==> src/rtl/usrt_pkg.sv <==
// usrt_pkg: state encodings and widths shared by the USRT transmit and receive shifters
package usrt_pkg;

    localparam int USRT_DATA_BITS = 8;
    localparam int USRT_BAUD_W    = 8;

    typedef enum logic [2:0] {
        S_IDLE   = 3'd0,
        S_START  = 3'd1,
        S_DATA   = 3'd2,
        S_PARITY = 3'd3,
        S_STOP   = 3'd4,
        S_FINISH = 3'd5
    } usrt_state_e;

endpackage

==> src/rtl/usrt_bitcnt.sv <==
// usrt_bitcnt: bit-period counter; latches the period on load and ticks on the last cycle of each bit
module usrt_bitcnt
    import usrt_pkg::*;
(
    input  logic                   i_Pclk,
    input  logic                   i_Rst,
    input  logic                   i_Load,
    input  logic [USRT_BAUD_W-1:0] i_Baud,
    input  logic                   i_Run,
    output logic                   o_Tick
);

    logic [USRT_BAUD_W-1:0] cnt, lim;

    assign o_Tick = i_Run && cnt == lim;

    // lim holds B-1, so baud values 0 and 1 both give a one-cycle bit
    always_ff @(posedge i_Pclk or posedge i_Rst) begin
        if (i_Rst) begin
            cnt <= '0;
            lim <= '0;
        end else if (i_Load) begin
            cnt <= '0;
            lim <= i_Baud == '0 ? '0 : i_Baud - 1'b1;
        end else if (i_Run) begin
            cnt <= o_Tick ? '0 : cnt + 1'b1;
        end
    end

endmodule

==> src/rtl/txshift.sv <==
// txshift: USRT transmitter, start + 8 data bits LSB first + stop, idle-high line.
// Define TXSHIFT_PARITY_EN to insert an even-parity bit after the data bits.
module txshift
    import usrt_pkg::*;
(
    input  logic                      i_Pclk,
    input  logic                      i_Rst,
    input  logic [USRT_BAUD_W-1:0]    i_Baud,
    input  logic                      i_Enable,
    input  logic                      i_Tx_Start,
    input  logic [USRT_DATA_BITS-1:0] i_Data,
    output logic                      o_Tx_Serial,
    output logic                      o_Busy,
    output logic                      o_Done
);

    localparam int IDX_W = $clog2(USRT_DATA_BITS);

    usrt_state_e               state, state_d;
    logic [IDX_W-1:0]          idx, idx_d;
    logic [USRT_DATA_BITS-1:0] data, data_d;
    logic                      tx_d, busy_d, done_d;
    logic                      accept, run, tick;

    assign accept = state == S_IDLE && i_Tx_Start && i_Enable;
    assign run    = state inside {S_START, S_DATA, S_PARITY, S_STOP};

    usrt_bitcnt u_bitcnt (
        .i_Pclk (i_Pclk),
        .i_Rst  (i_Rst),
        .i_Load (accept),
        .i_Baud (i_Baud),
        .i_Run  (run),
        .o_Tick (tick)
    );

    always_comb begin
        state_d = state;
        idx_d   = idx;
        data_d  = data;
        tx_d    = o_Tx_Serial;
        busy_d  = o_Busy;
        done_d  = 1'b0;
        case (state)
            S_IDLE: begin
                tx_d   = 1'b1;
                busy_d = 1'b0;
                if (accept) begin
                    data_d  = i_Data;
                    tx_d    = 1'b0;
                    busy_d  = 1'b1;
                    state_d = S_START;
                end
            end
            S_START: if (tick) begin
                idx_d   = '0;
                tx_d    = data[0];
                state_d = S_DATA;
            end
            S_DATA: if (tick) begin
                if (idx == IDX_W'(USRT_DATA_BITS - 1)) begin
                    idx_d   = '0;
`ifdef TXSHIFT_PARITY_EN
                    tx_d    = ^data;
                    state_d = S_PARITY;
`else
                    tx_d    = 1'b1;
                    state_d = S_STOP;
`endif
                end else begin
                    idx_d = idx + 1'b1;
                    tx_d  = data[idx_d];
                end
            end
`ifdef TXSHIFT_PARITY_EN
            S_PARITY: if (tick) begin
                tx_d    = 1'b1;
                state_d = S_STOP;
            end
`endif
            S_STOP: if (tick) begin
                done_d  = 1'b1;
                state_d = S_FINISH;
            end
            S_FINISH: begin
                tx_d    = 1'b1;
                busy_d  = 1'b0;
                state_d = S_IDLE;
            end
            default: begin
                tx_d    = 1'b1;
                busy_d  = 1'b0;
                idx_d   = '0;
                state_d = S_IDLE;
            end
        endcase
    end

    always_ff @(posedge i_Pclk or posedge i_Rst) begin
        if (i_Rst) begin
            state       <= S_IDLE;
            idx         <= '0;
            data        <= '0;
            o_Tx_Serial <= 1'b1;
            o_Busy      <= 1'b0;
            o_Done      <= 1'b0;
        end else begin
            state       <= state_d;
            idx         <= idx_d;
            data        <= data_d;
            o_Tx_Serial <= tx_d;
            o_Busy      <= busy_d;
            o_Done      <= done_d;
        end
    end

endmodule

==> config.mk <==
export PLATFORM = sky130hd
export DESIGN_NAME = txshift
export DESIGN_NICKNAME = d
export VERILOG_FILES = /design/src/rtl/usrt_pkg.sv /design/src/rtl/usrt_bitcnt.sv /design/src/rtl/txshift.sv
export SDC_FILE = /design/constraint.sdc
export NUM_CORES = 1
export LEC_CHECK = 0
export CAP_MARGIN = 20
export CORE_MARGIN = 8
export CORE_UTILIZATION = 52
export DETAILED_ROUTE_END_ITERATION = 6
export PLACE_DENSITY = 0.75
export SLEW_MARGIN = 25
export SYNTH_ARGS = -nofsm -noshare
export SYNTH_HDL_FRONTEND = slang
export SYNTH_SLANG_ARGS = --single-unit
==> constraint.sdc <==
create_clock -name i_Pclk -period 2.8 [get_ports i_Pclk]
set_clock_uncertainty 0.2 [all_clocks]
set_input_delay 0.7 -clock i_Pclk [delete_from_list [all_inputs] [get_ports i_Pclk]]
set_output_delay 0.7 -clock i_Pclk [all_outputs]
set_load 0.05 [all_outputs]
Yosys cells after proc, flatten, opt, wreduce, memory -nomap -nowiden
Index checks and enable logic that the tools add are counted.

Input bits: 20. Output and inout bits: 3. Flip-flop bits (word level): 33. Logic and storage cells: 64.

Bitwise gates (word level): 2. Reduce and logical (&&, ||, !) cells: 13. Add/sub/neg operators: 3. Order comparisons: 1. Multiplexer cells: 25. Eq/ne operators: 12.

Operator list (count): 8-bit 2-to-1 mux (4); 3-bit 2-to-1 mux (8); 3-bit case mux with 4 select lines (1); 3-bit == test, second input constant (3); 3-bit case mux with 3 select lines (1); 8-bit by 1-bit adder with 8-bit output, second input constant (1); 8-bit == test (1); 8-bit logical NOT (1); 1-bit 2-to-1 mux (8); 2-bit by 1-bit inequality test with 1-bit output, second input constant (4); 8-bit by 1-bit subtractor with 8-bit output, second input constant (1); 3-bit by 2-bit == test with 1-bit output, second input constant (2); 3-bit AND reduction (2); 3-bit OR reduction (2); 5-bit AND reduction (1); 3-bit by 4-bit less-than comparator with 1-bit output, second input constant (1); 1-bit case mux with 4 select lines (1); 4-bit nonzero test (1); 3-bit by 1-bit adder with 3-bit output, second input constant (1); 1-bit binary-select mux with 3-bit select (1); 3-bit by 1-bit == test with 1-bit output, second input constant (1); 1-bit logical AND (3); 3-bit logical NOT (1); 2-bit inequality test, second input constant (1); other kinds (4) (5).

Logic depth before layout (Yosys ltp)
Depth after elaboration: 6. Depth in mapped cells: 7. Gate-level depth less buffers: 6.

Hierarchy
Synthesis repeated with hierarchy kept, for this count alone.

Cell total of the unflattened synthesis: 189. Area, all modules: 1893.1 um2.

Modules (own cells, without submodules): usrt_bitcnt (area an instance 955.9 um2, sequential area each 400.4 um2, instances 1, cells each 100); txshift (area an instance 937.1 um2, sequential area each 426.7 um2, instances 1, cells each 89).

Least setup slack after synthesis
OpenSTA, ideal clock, no wires.

Path kind: input port to flip-flop. From: in i_Baud[3]. To: reg u_bitcnt.lim[7]. Stages on the path: 5. Buffers on the path: 0. Data arrival time: 1.929 ns. Setup slack: 0.593 ns. Cell sequence: or4_4 or4_4 nor3_2 a21oi_1 a21oi_1.

Cells in the longest elaborated chain, start to end: 2. Elaborated cells on any way between the ends: 3. Those cells by class: 1 x add/sub; 1 x mux; 1 x reduce/logical.

Ends and longest elaborated chain: start, declared (RTL line txshift.sv:8) `input logic [USRT_BAUD_W-1:0] i_Baud,`; 8-bit by 1-bit subtractor with 8-bit output or 8-bit logical NOT (tied branches) (RTL line usrt_bitcnt.sv:24) `lim <= i_Baud == '0 ? '0 : i_Baud - 1'b1;`; 8-bit 2-to-1 mux * (RTL line usrt_bitcnt.sv:24); end signal, assigned (RTL line usrt_bitcnt.sv:24); end, declared (RTL line usrt_bitcnt.sv:13) `logic [USRT_BAUD_W-1:0] cnt, lim;`.

Every way passes the cells marked *; elsewhere a longest branch is shown, timed or not. A chain may end at the register's enable or synchronous reset.

Worst setup path after layout
From: reg o_Tx_Serial. To: out o_Tx_Serial.

RTL lines: start, declared (RTL line txshift.sv:12) `output logic o_Tx_Serial,`; start signal, assigned (RTL line txshift.sv:111) `o_Tx_Serial <= tx_d;`.

No word-level cell between the ends.

==> impl_metrics.json <==
{
  "arrival_ps": 1660,
  "synth-compound-area-share": 0.1214,
  "wl_per_cell_um": 14.56,
  "die_x_um": 77.37,
  "slowest_delay_ps": 810,
  "cts_tree": "built",
  "hold_viol": 0,
  "track_usage": 0.1479,
  "clock-root-buffer": "clkbuf_8",
  "drive_above_1_share": 0.1111,
  "synth_flop_cell": "dfrtp_1",
  "start_util": 0.5389,
  "slew_viol_final": 0,
  "synth_seq_cells": 33,
  "ys_seq_area_frac": 0.4224,
  "syn_nets": 233,
  "clk_pin_slew_ps": 70,
  "cts.sinks": 33,
  "cpLargestDelayFamily": "buffers and inverters",
  "area_growth_syn_to_layout_pct": 18.47,
  "die_h_um": 77.37,
  "grt_pass1_vias": 1650,
  "crit_path_end_kind": "output pin",
  "hold_class": "flip-flop to flip-flop",
  "syn-cell-area_mm2": 0.001958,
  "grt_max_degree": 34,
  "crit_buf_inv": 1,
  "nNetsFinal": 259,
  "path_cells": "clkdlybuf4s50_1",
  "via_count": 1569,
  "synth_top_family_by_area": "simple AND/OR/NAND/NOR gates",
  "syn_inst": 208,
  "drtIter0Drc": 154,
  "syn_area_per_cell_um2": 9.414,
  "place_congestion": 0.8281,
  "maxCapViolations": 0,
  "io_buffers": 22,
  "max_freq_mhz": 390.0,
  "synth_xor_area_frac": 0.08115,
  "cts_hold_buf": 0,
  "synth-simple-area-share": 0.2613,
  "cts_buffers": 5,
  "cts.path.max_buffers": 2,
  "whs_ps": 274.0,
  "grt-ovfl-total": 0,
  "final_common_cell": "nand2_1",
  "routed_wl_um": 4105,
  "via_per_inst": 5.564,
  "io_pins": 23,
  "ys_types": 48,
  "worst_skew_pair.late_latency_ps": 280,
  "async_flop_share": 1.000,
  "fill_cells": 325,
  "crit_slowest_cell": "clkdlybuf4s50_1",
  "rows": 22,
  "final_cell_mix": "nand2_1 (47), dfrtp_1 (32), clkdlybuf4s50_1 (22)",
  "dp_hpwl_um": 2985,
  "n_antenna_cell": 0,
  "p_leak_uw": 0.0009817,
  "postRouteAntennaNets": 0,
  "antenna_found_initial": 0,
  "grt_setup_unrepaired": "false",
  "startpoint_type": "flip-flop",
  "peakVddDrop_v": 0.0003864,
  "tightest_slew_ps": 619.9,
  "crit_path_max_fanout": 5,
  "cts_max_level": 2,
  "die_area_mm2": 0.005985,
  "relSlewSlack": 0.5809,
  "p_per_area_mw_per_mm2": 821.6,
  "finalSetupViolations": 0,
  "stdcell_area_mm2": 0.002320,
  "placed_area_mm2": 0.002233,
  "grt_pass1_wl_um": 7334,
  "path_class": "flip-flop to output pin",
  "required_ps": 1900,
  "cts_setup_buffers": 0,
  "outcome": "completed",
  "yosys_warnings": 0,
  "finalCriticalPeriod_ps": 2564,
  "fin_crit_sh": 0.9157,
  "finalSetupTns_ps": 0,
  "synthMuxAreaShare": 0.04281,
  "final_util": 0.6384,
  "synth_edf_count": 0,
  "drtPass1Iterations": 4,
  "core_mm2": 0.003633,
  "remaining_drc_errors": 0,
  "cts.repair.resized": 0,
  "synth_fa_ha_area_frac": 0.03195
}
path summary, 6_finish.rpt:
check | startpoint | to | slack, ps | depth (start not counted)
max | o_Tx_Serial | o_Tx_Serial | 240 | 1
min | data[7] | data[7] | 270 | 2
max reg2reg | u_bitcnt.cnt[2] | state[1] | 630 | 5
min reg2reg | data[7] | data[7] | 270 | 2
max in group asynchronous | i_Rst | o_Tx_Serial | 1470 | 3
min in group asynchronous | i_Rst | u_bitcnt.cnt[6] | 600 | 3
stage by stage:
step / instances / setup WS, ps / power [µW]
after CTS: 282 / 231.5 / 1921
after global routing: 282 / 192.8 / 2071
after floorplan: 208 / 592.9 / 1365
final: 282 / 236.1 / 1906
after global placement: 275 / 125.3 / 1519
after detailed placement: 275 / 86.41 / 1555
cell usage after synthesis, types with 2 or more instances:
master    count  area share
nand2_1      47       0.090
a21oi_1      10       0.026
dfrtp_1      32        0.41
ha_1          5       0.032
or4_4         2       0.012
xor2_1       10       0.045
a31oi_1       2      0.0064
inv_1         7       0.013
xnor2_1       5       0.022
nand3_1       9       0.023
buf_2         4       0.010
a32o_1        2       0.010
nor4b_1       2      0.0089
o21ai_0      12       0.031
and3_1        3      0.0096
nor2_1       11       0.021
o22ai_1       2      0.0064
o21a_1        2      0.0077
or4_1         2      0.0077
nor3_1        4       0.010
mux2i_1       5       0.026
nor4_4        2       0.022
clkbuf_1      3      0.0058
state kept, by name (all words and copies together), names as in the netlist:
| name | flops |
|---|---|
| u_bitcnt.lim | 8 |
| u_bitcnt.cnt | 8 |
| o_Tx_Serial | 1 |
| idx | 3 |
| state | 3 |
| data | 8 |
| o_Done | 1 |
| o_Busy | 1 |
cell type report:
| class | count | area, µm² | area share |
|---|---|---|---|
| inverters | 7 | 26.28 | 0.01133 |
| multi-input cells | 159 | 1055 | 0.4547 |
| well taps | 48 | 60.06 | 0.02589 |
| clock buffers | 7 | 86.33 | 0.03722 |
| repair buffers | 28 | 265.3 | 0.1143 |
| flip-flops and latches | 33 | 827.0 | 0.3565 |
per-layer routing:
metal  vias up  share of wire  global-route usage
li1        783              -                   -
met1       757           0.47              0.1843
met2        24           0.48              0.2325
met3         5          0.031             0.03571
met4         0          0.019             0.07736
met5         -              0                   0
cell families (layout without fill, tap and decap cells):
kind of cell | after synthesis | count (layout)
adders and majority gates | 5 | 5
and+or+nand+nor | 94 | 94
muxes | 7 | 7
AOI/OAI and AO/OA | 37 | 37
xor gates and xnor gates | 16 | 16
DFF | 33 | 33
buffers and inverters | 16 | 42
report_power, final:
part	switching [µW]	internal, µW	total, µW
clock	164	195	359
sequential	180	662	843
combinational	393	312	704
No activity file was read; power rests on OpenSTA's default activity.
